## src/rtl/seq_scaler.sv

```systemverilog
// ---------------------------------------------------------------------------
// seq_scaler
//   Multi-cycle unsigned scaler: y = sat(round_or_trunc(x * COEF / 2^FRAC)).
//   One shift-add step per clock over the bits of the latched operand, then
//   a final cycle applies rounding, the fractional shift and saturation.
//
// Ports
//   i_clk       clock, all state changes on the rising edge
//   i_rst       synchronous active-high reset
//   i_start     request a new operation (ignored while busy)
//   i_x         unsigned operand, sampled with i_start
//   i_rnd_mode  0 = truncate, 1 = round-half-up, sampled with i_start
//   o_busy      operation in progress (state is not idle)
//   o_done      one-cycle pulse when o_y / o_ovf are updated
//   o_y         scaled result, held until the next done
//   o_ovf       result saturated, held with o_y
// ---------------------------------------------------------------------------
module seq_scaler #(
    parameter int unsigned IN_W   = 6,
    parameter int unsigned COEF   = 57,
    parameter int unsigned COEF_W = 7,
    parameter int unsigned FRAC   = 1,
    parameter int unsigned OUT_W  = 12
) (
    input  logic             i_clk,
    input  logic             i_rst,
    input  logic             i_start,
    input  logic [IN_W-1:0]  i_x,
    input  logic             i_rnd_mode,
    output logic             o_busy,
    output logic             o_done,
    output logic [OUT_W-1:0] o_y,
    output logic             o_ovf
);

    localparam int unsigned ACC_W  = IN_W + COEF_W + 1;
    localparam int unsigned CNT_W  = $clog2(IN_W + 1);
    localparam int unsigned SUM_W  = ACC_W + 1;
    // Wide enough for the rounded sum and for the output slice.
    localparam int unsigned WIDE_W = ((SUM_W > OUT_W) ? SUM_W : OUT_W) + 1;
    // 2^(FRAC-1) when FRAC > 0, zero when FRAC == 0.
    localparam logic [WIDE_W-1:0] RND_ADD = (WIDE_W'(1) << FRAC) >> 1;

    typedef enum logic [1:0] {StIdle, StCalc, StFin} state_e;

    state_e            r_state;
    state_e            w_state_next;
    logic [IN_W-1:0]   r_x;
    logic              r_rnd;
    logic [ACC_W-1:0]  r_acc;
    logic [CNT_W-1:0]  r_cnt;
    logic [OUT_W-1:0]  r_y;
    logic              r_ovf;
    logic              r_done;

    logic              w_accept;
    logic              w_calc;
    logic              w_fin;
    logic              w_last;
    logic [IN_W-1:0]   w_xsh;
    logic              w_xbit;
    logic [ACC_W-1:0]  w_addend;
    logic [WIDE_W-1:0] w_wide;
    logic              w_sat;

    // State register
    always_ff @(posedge i_clk) begin
        if (i_rst) begin
            r_state <= StIdle;
        end else begin
            r_state <= w_state_next;
        end
    end

    // Next-state logic
    always_comb begin
        w_state_next = r_state;
        case (r_state)
            StIdle:  if (i_start) w_state_next = StCalc;
            StCalc:  if (w_last)  w_state_next = StFin;
            StFin:   w_state_next = StIdle;
            default: w_state_next = StIdle;
        endcase
    end

    // FSM outputs
    always_comb begin
        o_busy   = (r_state != StIdle);
        w_accept = (r_state == StIdle) && i_start;
        w_calc   = (r_state == StCalc);
        w_fin    = (r_state == StFin);
    end

    // Datapath helpers
    always_comb begin
        w_last   = (r_cnt == CNT_W'(IN_W - 1));
        w_xsh    = r_x >> r_cnt;
        w_xbit   = |(w_xsh & IN_W'(1));
        w_addend = w_xbit ? (ACC_W'(COEF) << r_cnt) : '0;
        // Full-width sum before the shift so the saturation check sees every bit.
        w_wide   = (WIDE_W'(r_acc) + (r_rnd ? RND_ADD : '0)) >> FRAC;
        w_sat    = |(w_wide >> OUT_W);
    end

    // Datapath registers
    always_ff @(posedge i_clk) begin
        if (i_rst) begin
            r_x    <= '0;
            r_rnd  <= 1'b0;
            r_acc  <= '0;
            r_cnt  <= '0;
            r_y    <= '0;
            r_ovf  <= 1'b0;
            r_done <= 1'b0;
        end else begin
            r_done <= 1'b0;
            if (w_accept) begin
                r_x   <= i_x;
                r_rnd <= i_rnd_mode;
                r_acc <= '0;
                r_cnt <= '0;
            end
            if (w_calc) begin
                r_acc <= r_acc + w_addend;
                r_cnt <= r_cnt + CNT_W'(1);
            end
            if (w_fin) begin
                r_y    <= w_sat ? '1 : w_wide[OUT_W-1:0];
                r_ovf  <= w_sat;
                r_done <= 1'b1;
            end
        end
    end

    assign o_done = r_done;
    assign o_y    = r_y;
    assign o_ovf  = r_ovf;

endmodule
```

## config.mk

```make
export PLATFORM = sky130hd
export DESIGN_NAME = seq_scaler
export DESIGN_NICKNAME = d
export VERILOG_FILES = /design/src/rtl/seq_scaler.sv
export SDC_FILE = /design/constraint.sdc
export NUM_CORES = 1
export LEC_CHECK = 0
export CAP_MARGIN = 20
export CORE_ASPECT_RATIO = 0.8
export CORE_UTILIZATION = 45
export CTS_CLUSTER_SIZE = 10
export DETAILED_ROUTE_END_ITERATION = 10
export PLACE_DENSITY = 0.67
export SYNTH_ARGS = -nofsm -noshare
export SYNTH_HDL_FRONTEND = slang
export SYNTH_SLANG_ARGS = --single-unit
export TNS_END_PERCENT = 100
```

## constraint.sdc

```tcl
create_clock -name i_clk -period 5.7 [get_ports i_clk]
set_input_delay 0.855 -clock i_clk [delete_from_list [all_inputs] [get_ports i_clk]]
set_output_delay 0.855 -clock i_clk [all_outputs]
set_load 0.02 [all_outputs]
```

== After elaboration in Yosys (flattened, before gate mapping) ==
Index checks and enable logic that the tools add are counted.
Storage, ports and cells
  register bits: 40
  input port bits: 10
Operators by class
  add/sub/neg operators: 3
  equality and inequality tests: 5
  shifts and indexed selects: 2
  mux-type cells: 11
  reductions and logical operators: 6
Operators with widths (number)
  14-bit 2-to-1 mux: 3
  14-bit by 1-bit adder with 15-bit output: 1
  14-bit adder: 1
  6-bit by 3-bit << shifter with 14-bit output (first input constant): 1
  12-bit 2-to-1 mux: 1
  3-bit 2-to-1 mux: 2
  6-bit by 3-bit right shift with 1-bit output: 1
  2-bit 2-to-1 mux: 2
  2-bit case mux with 2 select lines: 1
  2-bit nonzero test: 2
  3-bit by 1-bit adder with 3-bit output (second input constant): 1
  3-bit equality test (second input constant): 1
  3-bit OR reduction: 1
  2-bit by 1-bit equality test with 1-bit output (second input constant): 1
  2-bit equality test (second input constant): 1
  2-bit zero test: 1
  1-bit 2-to-1 mux: 2
  2-bit by 1-bit inequality test with 1-bit output (second input constant): 1
  2-bit inequality test (second input constant): 1
  2-bit AND reduction: 1
  1-bit logical AND: 1

== Longest topological paths before layout ==
  depth after elaboration: 4
  gate-level depth with buffers: 12
  mapped depth without buffers: 12

== Worst setup path before layout ==
OpenSTA, ideal clock, no wires.
  path kind: reg-to-reg
  start: register r_cnt[0]
  end: register r_acc[12]
  arrival time: 2828 ps
  setup slack: 2810 ps
  cell stages (with the launch flop): 11
  buffers on the path: 0
  path through: dfxtp_1 -> mux4_2 -> nor2b_1 -> nor2b_1 -> nor2_1 -> ha_1 -> a21oi_1 -> o211ai_2 -> a21oi_1 -> or4_1 -> nand3_1
Between the ends
  word-level cells in the longest chain between the ends: 4
RTL lines
  start: declaration: line 51  | logic [CNT_W-1:0] r_cnt;
  start signal: assignment: line 125  | r_cnt <= r_cnt + CNT_W'(1);
  6-bit by 3-bit << shifter with 14-bit output or 6-bit by 3-bit right shift with 1-bit output (tied branches): line 99, 97
  14-bit 2-to-1 mux *: line 99  | w_addend = w_xbit ? (ACC_W'(COEF) << r_cnt) : '0;
  14-bit adder *: line 124  | r_acc <= r_acc + w_addend;
  14-bit 2-to-1 mux *: line 123  | if (w_calc) begin
  end signal: assignment: line 124
  end: declaration: line 50  | logic [ACC_W-1:0] r_acc;
Mark *: on every way between the ends. The rest lies on a longest branch, timed or not.
A chain may end at the register's enable or synchronous reset.

== Worst setup path in the final report ==
  start: register r_cnt[0]
  end: register r_acc[7]
Same word-level chain as after synthesis.

==> run summary <==
CP Class -> reg2reg
Layout fillers -> 494
WHS Path Cells -> 2
Worst path slowest cell -> mux4_2
RSZ-0062 raised after global routing -> no
Diodes inserted -> 0
Arr. time, crit path -> 3.44 ns
Post-synth EDFFs -> 0
Largest net degree at the start of global routing -> 37
Worst hold endpoint -> r_x[2]
Mean post-synth cell area -> 8.208 um^2
GRT Max-Usage Layer -> met2
Reg-to-Reg Start -> r_cnt[0]
H-tree Lvls -> 2
Clk Latency, worst-skew pair -> 0.29 ns
Startpoint Class -> register
WL final -> 5616 um
Crit share post-route -> 0.5725
Final Non-Filler Cells -> 402
Critical-path cell list -> mux4_2 > nor2b_1 > nor2b_1 > nor2_1 > ha_1 > a21oi_1 > a31oi_1 > o21ai_0 > and3_1 > o31ai_1
Core area -> 0.005209 mm^2
Post-CTS Setup Inserts -> 0
Post-Syn Instances -> 307
VDD IR max -> 107.8 uV
Max_cap viols -> 0
Clk_skew -> 0.006357 ns
CP required -> 5.88 ns
Yosys warns -> 0
Critical path capture point type -> register
Transition time of the tightest slew-check pin -> 0.9255 ns
Total Die Area -> 0.005905 mm^2
Setup slack, reg-to-reg -> 2.44 ns
Hold path startpoint -> r_x[2]
Most frequent CP cell -> nor2b_1
GRT Residual Overflow -> 0
Core Rows -> 23
Die X -> 85.67 um
Tightest Hold Check Type -> reg2reg
Final hold viol count -> 0
Worst-path clk slew -> 0.08 ns
Min Tclk post-route -> 3.263 ns
Die Y -> 68.93 um
CTS Hold Buffers Added -> 0
CTS Buffer Depth -> 2
Run status -> finished, final reports clean
Max-slew violations -> 0
Post-Syn Area -> 0.002520 mm^2
Clock sink total -> 40
DRC Markers -> 0
Post-CTS sizing -> 0
Inst Count DP -> 395
Seq/Total Area, Yosys -> 0.3178
Met1 Resource Use GR -> 0.2919
Syn_nets -> 339
Flops & latches, synth -> 40
Met3 GRT Util -> 0.03929
Vias in the first global route -> 2028
Slowest stage delay, CP -> 0.53 ns
# nets final -> 359
Initial DRC Count -> 95
FF-to-FF path depth -> 10
Grt met2 use -> 0.3550
Yosys cell types -> 50
Top_reg_cell synth -> dfxtp_1
Max Fanout on Critical Path -> 9
All-Layer GR Usage -> 0.2164
Fraction of layout cells with a size suffix above 1 -> 0.09480
TritonCTS clock tree -> built
Worst path bufs/invs -> 0
Slew margin rel. -> 0.3817
Initial antenna violation count -> 0
Inserted Clock Buffers -> 5
GPL Wtd Cong -> 0.8353
Area Overhead vs Synth -> 16.53%
Setup TNS -> 0 ns
Clock Tree Root -> clkbuf_8
PD cells -> 213.0 mW/mm^2
R2R Path End -> r_acc[7]
Top delay family on crit path -> compound AO/OA/AOI/OAI gates
Num ports -> 25
First-pass GRT wire length -> 9756 um
P_leak -> 1.101 nW
Peak Freq -> 0.3065 GHz
Setup violators final -> 0
Async SR Flop Fraction -> 0
Antenna viol nets, final -> 0
DR vias -> 2152
PortBufs -> 24
Commonest non-fill, non-tap cell in the layout -> nand2_1
TritonRoute pass-1 iters -> 4
WL/cell -> 13.97 um
Commonest non-fill, non-tap cells in the layout -> 43 x nand2_1, 40 x dfxtp_1, 33 x nor2_1
Detailed-placement wirelength estimate -> 4064 um
Via density -> 5.353
Starting Density -> 0.4838
==> worst max path at each step <==
| stage | startpoint | end | slack [ns] | depth (start not counted) |
|---|---|---|---|---|
| floorplan | r_cnt[0] | r_acc[12] | 2.81 | 10 |
| global placement | r_cnt[0] | r_acc[12] | 2.58 | 10 |
| detailed placement | r_cnt[0] | r_acc[12] | 2.52 | 10 |
| CTS | r_cnt[0] | r_acc[12] | 2.48 | 10 |
| global route | r_cnt[0] | r_acc[13] | 2.18 | 11 |
| finish | r_cnt[0] | r_acc[7] | 2.44 | 10 |
==> metal layers <==
metal  part of all wire  wire length [um]
met2               0.41              2313
met3              0.032               178
met4             0.0098                55
met1               0.55              3068
met5                  0                 0
==> final cells by class <==
class | instances | area [um^2] | area share
Multi-Input combinational cell | 243 | 1620 | 0.5518
Sequential cell | 40 | 800.8 | 0.2727
Timing Repair Buffer | 25 | 247.7 | 0.08436
Tap cell | 75 | 93.84 | 0.03196
Clock buffer | 5 | 68.82 | 0.02343
Clock inverter | 2 | 60.06 | 0.02045
Inverter | 12 | 45.04 | 0.01534
==> cells in the mapped netlist, types with 8 or more instances <==
cell,n,share of area
ha_1,21,0.10
nand2_1,43,0.064
dfxtp_1,40,0.32
clkbuf_1,9,0.013
inv_1,12,0.018
nor2b_1,8,0.020
a211oi_2,9,0.045
a21oi_1,27,0.054
xor2_1,10,0.035
nor2_1,33,0.049
o21ai_0,8,0.016
nand3_1,15,0.030
==> flip-flops by register name, indices dropped and copies added (netlist names) <==
register  cells
o_done        1
r_state       2
r_rnd         1
r_x           6
o_ovf         1
o_y          12
r_acc        14
r_cnt         3
==> power breakdown <==
group / total, mW / internal, mW / switching [mW]
sequential: 0.292 / 0.285 / 0.00714
clock: 0.272 / 0.172 / 0.100
combinational: 0.0606 / 0.0232 / 0.0374
==> stage by stage <==
step / utilization / instance area, um^2 / power, mW / hold slack, ns / setup WS (ns)
floorplan: - / 2520 / 0.3389 / 0.4329 / 2.810
global placement: 0.5390 / 2808 / 0.3581 / 0.4462 / 2.582
detailed placement: 0.5390 / 2808 / 0.3591 / 0.4478 / 2.522
CTS: 0.5638 / 2937 / 0.6319 / 0.4583 / 2.483
global route: 0.5638 / 2937 / 0.6529 / 0.4842 / 2.175
finish: 0.5638 / 2937 / 0.6255 / 0.4536 / 2.437
==> cell families after synthesis <==
kind of cell / share of synthesized area
AO/OA/AOI/OAI: 0.1907
XOR/XNOR: 0.05909
adder cells (fa/ha/maj): 0.1122
buffers and inverters: 0.03922
flip-flops: 0.3178
multiplexers: 0.02185
other: 0.001488
AND/OR/NAND/NOR: 0.2577
==> worst register-to-register path, delay by kind of cell, from the launching register on <==
| family | cells | cell delay (ns) |
|---|---|---|
| and+or+nand+nor | 4 | 0.82 |
| adders and majority gates | 1 | 0.35 |
| DFF | 1 | 0.52 |
| muxes | 1 | 0.53 |
| AOI/OAI and AO/OA | 4 | 0.93 |
(Power assumes the default switching activity.)
